**config.mk**
```make
export PLATFORM = sky130hd
export DESIGN_NAME = efpga_config_sequencer
export DESIGN_NICKNAME = d
export VERILOG_FILES = /design/src/rtl/efpga_config_sequencer.sv
export SDC_FILE = /design/constraint.sdc
export NUM_CORES = 1
export LEC_CHECK = 0
export BUFFER_PORTS_ARGS = -buffer_cell sky130_fd_sc_hd__buf_2
export CORE_MARGIN = 8
export CORE_UTILIZATION = 51
export CTS_BUF_LIST = sky130_fd_sc_hd__clkbuf_8
export CTS_CLUSTER_DIAMETER = 200
export DETAILED_ROUTE_END_ITERATION = 12
export PLACE_DENSITY = 0.93
export SLEW_MARGIN = 20
export SYNTH_ARGS = -nofsm -noshare
export SYNTH_HDL_FRONTEND = slang
export SYNTH_SLANG_ARGS = --single-unit
export TNS_END_PERCENT = 100
```
**constraint.sdc**
```tcl
create_clock -name clk_i -period 1.6 [get_ports clk_i]
set_input_delay 0.16 -clock clk_i [delete_from_list [all_inputs] [get_ports clk_i]]
set_output_delay 0.16 -clock clk_i [all_outputs]
set_load 0.005 [all_outputs]
```
**src/rtl/efpga_config_sequencer.sv**
```systemverilog
// Configuration word parser: waits for a sync word, then turns header + ROWS
// data-word records into row writes followed by a one-hot column commit.
module efpga_config_sequencer #(
  parameter int          NUM_COLUMNS = 16,
  parameter int          ROWS        = 16,
  parameter logic [31:0] SYNC_WORD   = 32'hFAB0_FAB1,
  parameter logic [31:0] DESYNC_WORD = 32'hFAB0_FAB0,
  localparam int         RW          = (ROWS > 1) ? $clog2(ROWS) : 1
) (
  input  logic                   clk_i,
  input  logic                   reset_n_i,
  input  logic [31:0]            write_data_i,
  input  logic                   write_strobe_i,
  output logic [31:0]            frame_data_o,
  output logic [RW-1:0]          row_index_o,
  output logic                   frame_data_valid_o,
  output logic [NUM_COLUMNS-1:0] frame_strobe_o,
  output logic                   busy_o,
  output logic                   done_o,
  output logic                   error_o,
  output logic [7:0]             column_o
);

  typedef enum logic [1:0] {IDLE, HEADER, DATA} state_t;

  state_t                   state_q, state_d;
  logic [RW-1:0]            row_q, row_d;
  logic [31:0]              data_q, data_d;
  logic [RW-1:0]            ridx_q, ridx_d;
  logic                     valid_q, valid_d;
  logic                     commit_q, commit_d;
  logic [NUM_COLUMNS-1:0]   strobe_q, strobe_d;
  logic                     busy_q, busy_d;
  logic                     done_q, done_d;
  logic                     error_q, error_d;
  logic [7:0]               col_q, col_d;
  logic                     col_bad;

  assign col_bad = ({1'b0, write_data_i[7:0]} >= 9'(NUM_COLUMNS));

  always_ff @(posedge clk_i or negedge reset_n_i) begin
    if (!reset_n_i) begin
      state_q  <= IDLE;
      row_q    <= '0;
      data_q   <= '0;
      ridx_q   <= '0;
      valid_q  <= 1'b0;
      commit_q <= 1'b0;
      strobe_q <= '0;
      busy_q   <= 1'b0;
      done_q   <= 1'b0;
      error_q  <= 1'b0;
      col_q    <= '0;
    end else begin
      state_q  <= state_d;
      row_q    <= row_d;
      data_q   <= data_d;
      ridx_q   <= ridx_d;
      valid_q  <= valid_d;
      commit_q <= commit_d;
      strobe_q <= strobe_d;
      busy_q   <= busy_d;
      done_q   <= done_d;
      error_q  <= error_d;
      col_q    <= col_d;
    end
  end

  always_comb begin
    state_d  = state_q;
    row_d    = row_q;
    data_d   = data_q;
    ridx_d   = ridx_q;
    valid_d  = 1'b0;
    commit_d = 1'b0;
    done_d   = done_q;
    error_d  = error_q;
    col_d    = col_q;
    // Commit uses the column of the record just finished; a header accepted in
    // the same cycle only updates col_q at this edge, so it cannot interfere.
    strobe_d = commit_q ? (NUM_COLUMNS'(1) << col_q) : '0;
    if (write_strobe_i) begin
      case (state_q)
        IDLE: begin
          if (write_data_i == SYNC_WORD) begin
            state_d = HEADER;
            done_d  = 1'b0;
            error_d = 1'b0;
          end
        end
        HEADER: begin
          if (write_data_i == DESYNC_WORD) begin
            state_d = IDLE;
            done_d  = 1'b1;
          end else if (write_data_i == SYNC_WORD) begin
            state_d = HEADER;
          end else if (col_bad) begin
            state_d = IDLE;
            error_d = 1'b1;
          end else begin
            col_d   = write_data_i[7:0];
            row_d   = '0;
            state_d = DATA;
          end
        end
        DATA: begin
          data_d  = write_data_i;
          ridx_d  = row_q;
          valid_d = 1'b1;
          if (row_q == RW'(ROWS - 1)) begin
            row_d    = '0;
            state_d  = HEADER;
            commit_d = 1'b1;
          end else begin
            row_d = RW'(row_q + 1'b1);
          end
        end
        default: state_d = IDLE;
      endcase
    end
    busy_d = (state_d != IDLE);
  end

  assign frame_data_o       = data_q;
  assign row_index_o        = ridx_q;
  assign frame_data_valid_o = valid_q;
  assign frame_strobe_o     = strobe_q;
  assign busy_o             = busy_q;
  assign done_o             = done_q;
  assign error_o            = error_q;
  assign column_o           = col_q;

endmodule
```
## Word level (Yosys, flattened, before mapping)

Index checks and enable logic that the tools add are counted.

| word-level totals | value |
|---|---|
| flip-flop bits (word level) | 71 |
| input bits | 35 |
| output and inout port bits | 64 |
| logic and storage cells | 62 |

| operators by class | value |
|---|---|
| add/subtract/negate cells | 1 |
| order comparisons | 1 |
| equal/unequal tests | 11 |
| shift-type cells | 1 |
| muxes and demuxes | 25 |
| bitwise logic cells | 3 |
| reductions and logical operators | 9 |

Operators by type and width:

| cell | count |
|---|---|
| $eq 32x32->1 const B | 2 |
| $mux 16 | 1 |
| $mux 4 | 4 |
| $shl 1x8->16 const A | 1 |
| $mux 2 | 6 |
| $ne 2x2->1 const B | 6 |
| $mux 1 | 10 |
| $reduce_and 5->1 | 2 |
| $ge 8x5->1 const B | 1 |
| $pmux 4 s2 | 1 |
| $pmux 2 s3 | 1 |
| $reduce_and 6->1 | 1 |
| $reduce_bool 2->1 | 3 |
| $add 4x1->4 const B | 1 |
| $eq 4x4->1 const B | 1 |
| $pmux 1 s2 | 2 |
| $reduce_and 4->1 | 1 |
| $not 1->1 | 3 |
| $eq 2x1->1 const B | 1 |
| $eq 2x2->1 const B | 1 |
| $logic_not 2->1 | 1 |
| $reduce_and 2->1 | 1 |

## Depth between registers and ports, before layout

| depth | value |
|---|---|
| depth after elaboration | 7 |
| mapped depth | 6 |
| mapped depth without buffers | 4 |

## Worst setup path after synthesis

Ideal clock, no wire load.

| timing | value |
|---|---|
| path type | input port to flip-flop |
| start | input port write_data_i[1] |
| end | register done_q, in the netlist done_o |
| library setup time | 121 ps |
| arrival | 1,677 ps |
| data required time | 1,479 ps |
| slack | -198 ps |
| stages on the path | 4 |
| buffers on the path | 0 |
| path through | or4b_1 > or4_4 > o31a_1 > o22a_1 |

| between the ends | value |
|---|---|
| word-level cells in the longest chain between the ends | 3 |
| elaborated cells between the ends (all ways) | 5 |
| classes of those cells | 4 x eq/ne; 1 x reduce/logical |

Ends and longest elaborated chain:

| item | line | text |
|---|---|---|
| from (decl) | 12 | `input logic [31:0] write_data_i,` |
| $eq 32x32->1, on equally long branches | 85, 92 |  |
| $ne 2x2->1 (no source line) | - |  |
| $reduce_and 4->1 (no source line) * | - |  |
| to (signal assigned) | 63 | `done_q <= done_d;` |
| to (decl) | 34 | `logic done_q, done_d;` |

Mark *: on every way between the ends. The rest lies on a longest branch, timed or not.
A chain may end at the register's enable or synchronous reset.

## Worst setup path in the final report

| timing | value |
|---|---|
| start | register col_q[4], in the netlist column_o[4] |
| end | register strobe_q[12], in the netlist frame_strobe_o[12] |

| between the ends | value |
|---|---|
| word-level cells in the longest chain between the ends | 2 |

Ends and longest elaborated chain:

| item | line | text |
|---|---|---|
| from (decl) | 36 | `logic [7:0] col_q, col_d;` |
| from (signal assigned) | 65 | `col_q <= col_d;` |
| $shl 1x8->16 | 81 | `strobe_d = commit_q ? (NUM_COLUMNS'(1) << col_q) : '0;` |
| $mux 16 | 81 |  |
| named net strobe_d[12] | 32 | `logic [NUM_COLUMNS-1:0] strobe_q, strobe_d;` |
| to (signal assigned) | 61 | `strobe_q <= strobe_d;` |
| to (decl) | 32 |  |

The timed path passes the listed nets, and every way through them passes these cells.

==> metrics.txt <==
Hold WC Path Type=in2reg; total track usage=0.1682; fin crit period=1566 ps; number of pins with negative max-slew slack in the final report=0; Least-Margin Pin Slew=448.5 ps; cell-internal power=4.031 mW; global placement routability congestion=0.8478; hold path depth=2; post-synthesis sequential area ratio=0.6428; drt drc=0; Synth area leader=dfrtp_1; share of power burned in combinational logic=0.274; maximum ir drop on the vdd rail=1051 uV; arrival time of data at the critical path endpoint=1810 ps; drt via density=5.263; status=complete, no violations; GR Util met3=0.02912; pin count of the biggest net entering global routing=72; first-pass GRT wire length=9.949 mm; total wirelength of the detailed-routed design=6.685 mm; prevailing post-synth register cell=dfrtp_1; setup slack, reg-to-reg=30 ps; EDFF count, synth=0; clock power share=0.268; number of port buffers=98; DR WL/cell=16.92 um; via count of the first global-routing pass=2103; hold slack=70.76 ps; drt first-iter violations=95; met1 track demand over resource=0.1741; worst relative slew slack=0.7002; number of diodes added for antenna fixing=0; Final Core Density=0.6806; total negative slack=0 ps; clock tree from TritonCTS=done; final number of setup-violating endpoints=0; Antenna Nets Post-Route=0; core box area=5371 um2; critical path capture point type=register; syn_nets=238; aggregate global routing overflow=0; length of the first detailed-routing pass in iterations=4; GR Layer Usage met2=0.3108; number of standard-cell rows in the floorplan=27; total CTS buffers=9; end of the worst register-to-register path=frame_strobe_o[12]; per-instance average area after synthesis=13.68 um2; number of warnings reported in the yosys synthesis log=0; number of top-level design ports=99; required time of the critical path=1840 ps; switching power=1.615 mW; buffer levels on the longest clock path=2; Flop pwr share=0.458; post-synthesis instance total=202; area share of the largest cell type after synthesis=0.6428; latest clock arrival within the worst-skew pair=340 ps; worst min-delay path startpoint=write_data_i[8]; maximum fanout along the worst path=4; Max-cap violations=0; combined area of all synthesized cells=2764 um2; effective utilization at floorplan=0.5146; final net count=354; Total Power Consumption=5.646 mW; H-tree depth=3; area growth from synthesis to layout=32.28%; leading cell type by number of instances after synthesis=dfrtp_1; master cell of the clock root buffer=clkbuf_8; hold worst-path end=frame_data_o[8]; area enclosed by the die boundary=8031 um2; highest clock rate=638.6 MHz; global-route layer with the greatest usage=met2; fraction of final layout cells sized beyond drive strength 1=0.5356; number of clock sinks seen by CTS=71; cell types with the largest area share after synthesis=dfrtp_1 64%, mux2_2 16%, nor2_1 2.2%, nand3b_1 1.4%, nand3_1 1.3%; post-synthesis cell type count=36; Worst Setup Path Type=reg2reg; post-synthesis async set-or-reset flop share=1.000; worst reg-to-reg path cell count=6; initial antenna violation count=0; hpwl dp=4.857 mm; standby leakage power=1.829 nW; Hold Fails Final Rpt=0; Power Density=1544 nW/um2; Die X-Extent=89.62 um; detailed-route via count=2079; Post-synth top cells=71 x dfrtp_1, 39 x mux2_2, 16 x nor2_1; Critical Path Source Type=register; largest clock skew in the final design=11.54 ps; fin crit share=0.9787; overall die height=89.62 um; clock transition at the registers of the reported paths=70 ps; worst reg2reg startpoint=column_o[4]; number of flip-flops and latches in the synthesized netlist=71; proportion of total power due to net switching=0.2861
[layout make-up]
cell class	count	area [um2]
fill	420	1715
sequential	71	1777
multi-input combinational	121	958.4
tap	72	90.09
inverter	4	15.01
timing repair buffer	111	603.1
clock buffer	9	123.9
clock inverter	7	88.84
[power groups by stage]
stage	clock [mW]	sequential, mW	combinational [mW]
after floorplan	0	2.63	0.744
after global placement	0	2.57	1.51
after detailed placement	0	2.61	1.55
after CTS	1.54	2.58	1.58
after global routing	1.62	2.65	1.71
final	1.52	2.58	1.55
[worst max-delay path by stage]
stage                               start                 end  slack (ps)  cells past startpoint
after detailed placement  write_data_i[1]              done_o        -250                      5
after floorplan           write_data_i[1]              done_o         -40                      4
after global routing          column_o[4]  frame_strobe_o[11]         -60                      6
after global placement    write_data_i[1]              done_o        -200                      5
final                         column_o[4]  frame_strobe_o[12]          30                      6
after CTS                     column_o[6]   frame_strobe_o[0]          20                      4
[logic make-up (layout without fill, tap and decap cells)]
kind of cell | after synthesis | after routing | share of synthesized area
fa+ha+maj | 1 | 1 | 0.004526
flops | 71 | 71 | 0.6428
compound gates | 17 | 17 | 0.04165
mux | 40 | 40 | 0.1625
buf+inv | 10 | 131 | 0.01630
simple gates | 63 | 63 | 0.1322
[critical path, stage by stage (launching register included)]
cell and delay [ps]:
dfrtp_1 410, nor4_2 330, and2_1 190, buf_4 110
buf_4 110, nand3_1 140, nor3_1 200
[routing by layer]
metal,vias up,share of wire
met4,0,0.023
li1,961,-
met5,-,0
met1,1038,0.35
met3,15,0.062
met2,65,0.56
[placed cells by master, fill, tap and decap left out, types with 3 or more instances in the layout]
master    synthesis  final
and2_1            5      5
buf_2             0     98
buf_4             0     11
clkbuf_8          0      9
dfrtp_1          71     71
inv_1             4      5
mux2_2           39     39
nand2_1           7      7
nand3_1           7      7
nand3b_1          5      5
nand4b_1          3      3
nor2_1           16     15
nor3_1            5      4
o21ai_0           4      4
[repair_timing]
| action | 4_1_cts | 5_1_grt |
|---|---|---|
| endpoints found under the setup margin | 0 | 4 |
| gates resized for setup | 0 | 4 |
| buffers inserted | 0 | 1 |
| hold buffers | 1 | 0 |
| hold endpoints to repair | 71 | 0 |
[registers in the layout, summed over array words and instances, names as in the netlist]
signal	flops
busy_o	1
column_o	8
commit_q	1
done_o	1
error_o	1
frame_data_o	32
frame_data_valid_o	1
frame_strobe_o	16
row_index_o	4
row_q	4
state_q	2
[through the flow]
stage               instances  setup WS (ps)  cell area [um2]
floorplan                 202         -39.84             2764
global placement          377         -196.6             3410
detailed placement        377         -248.9             3410
CTS                       394          18.24             3632
global route              395         -55.45             3656
finish                    395          34.04             3656
(Power assumes the default switching activity.)
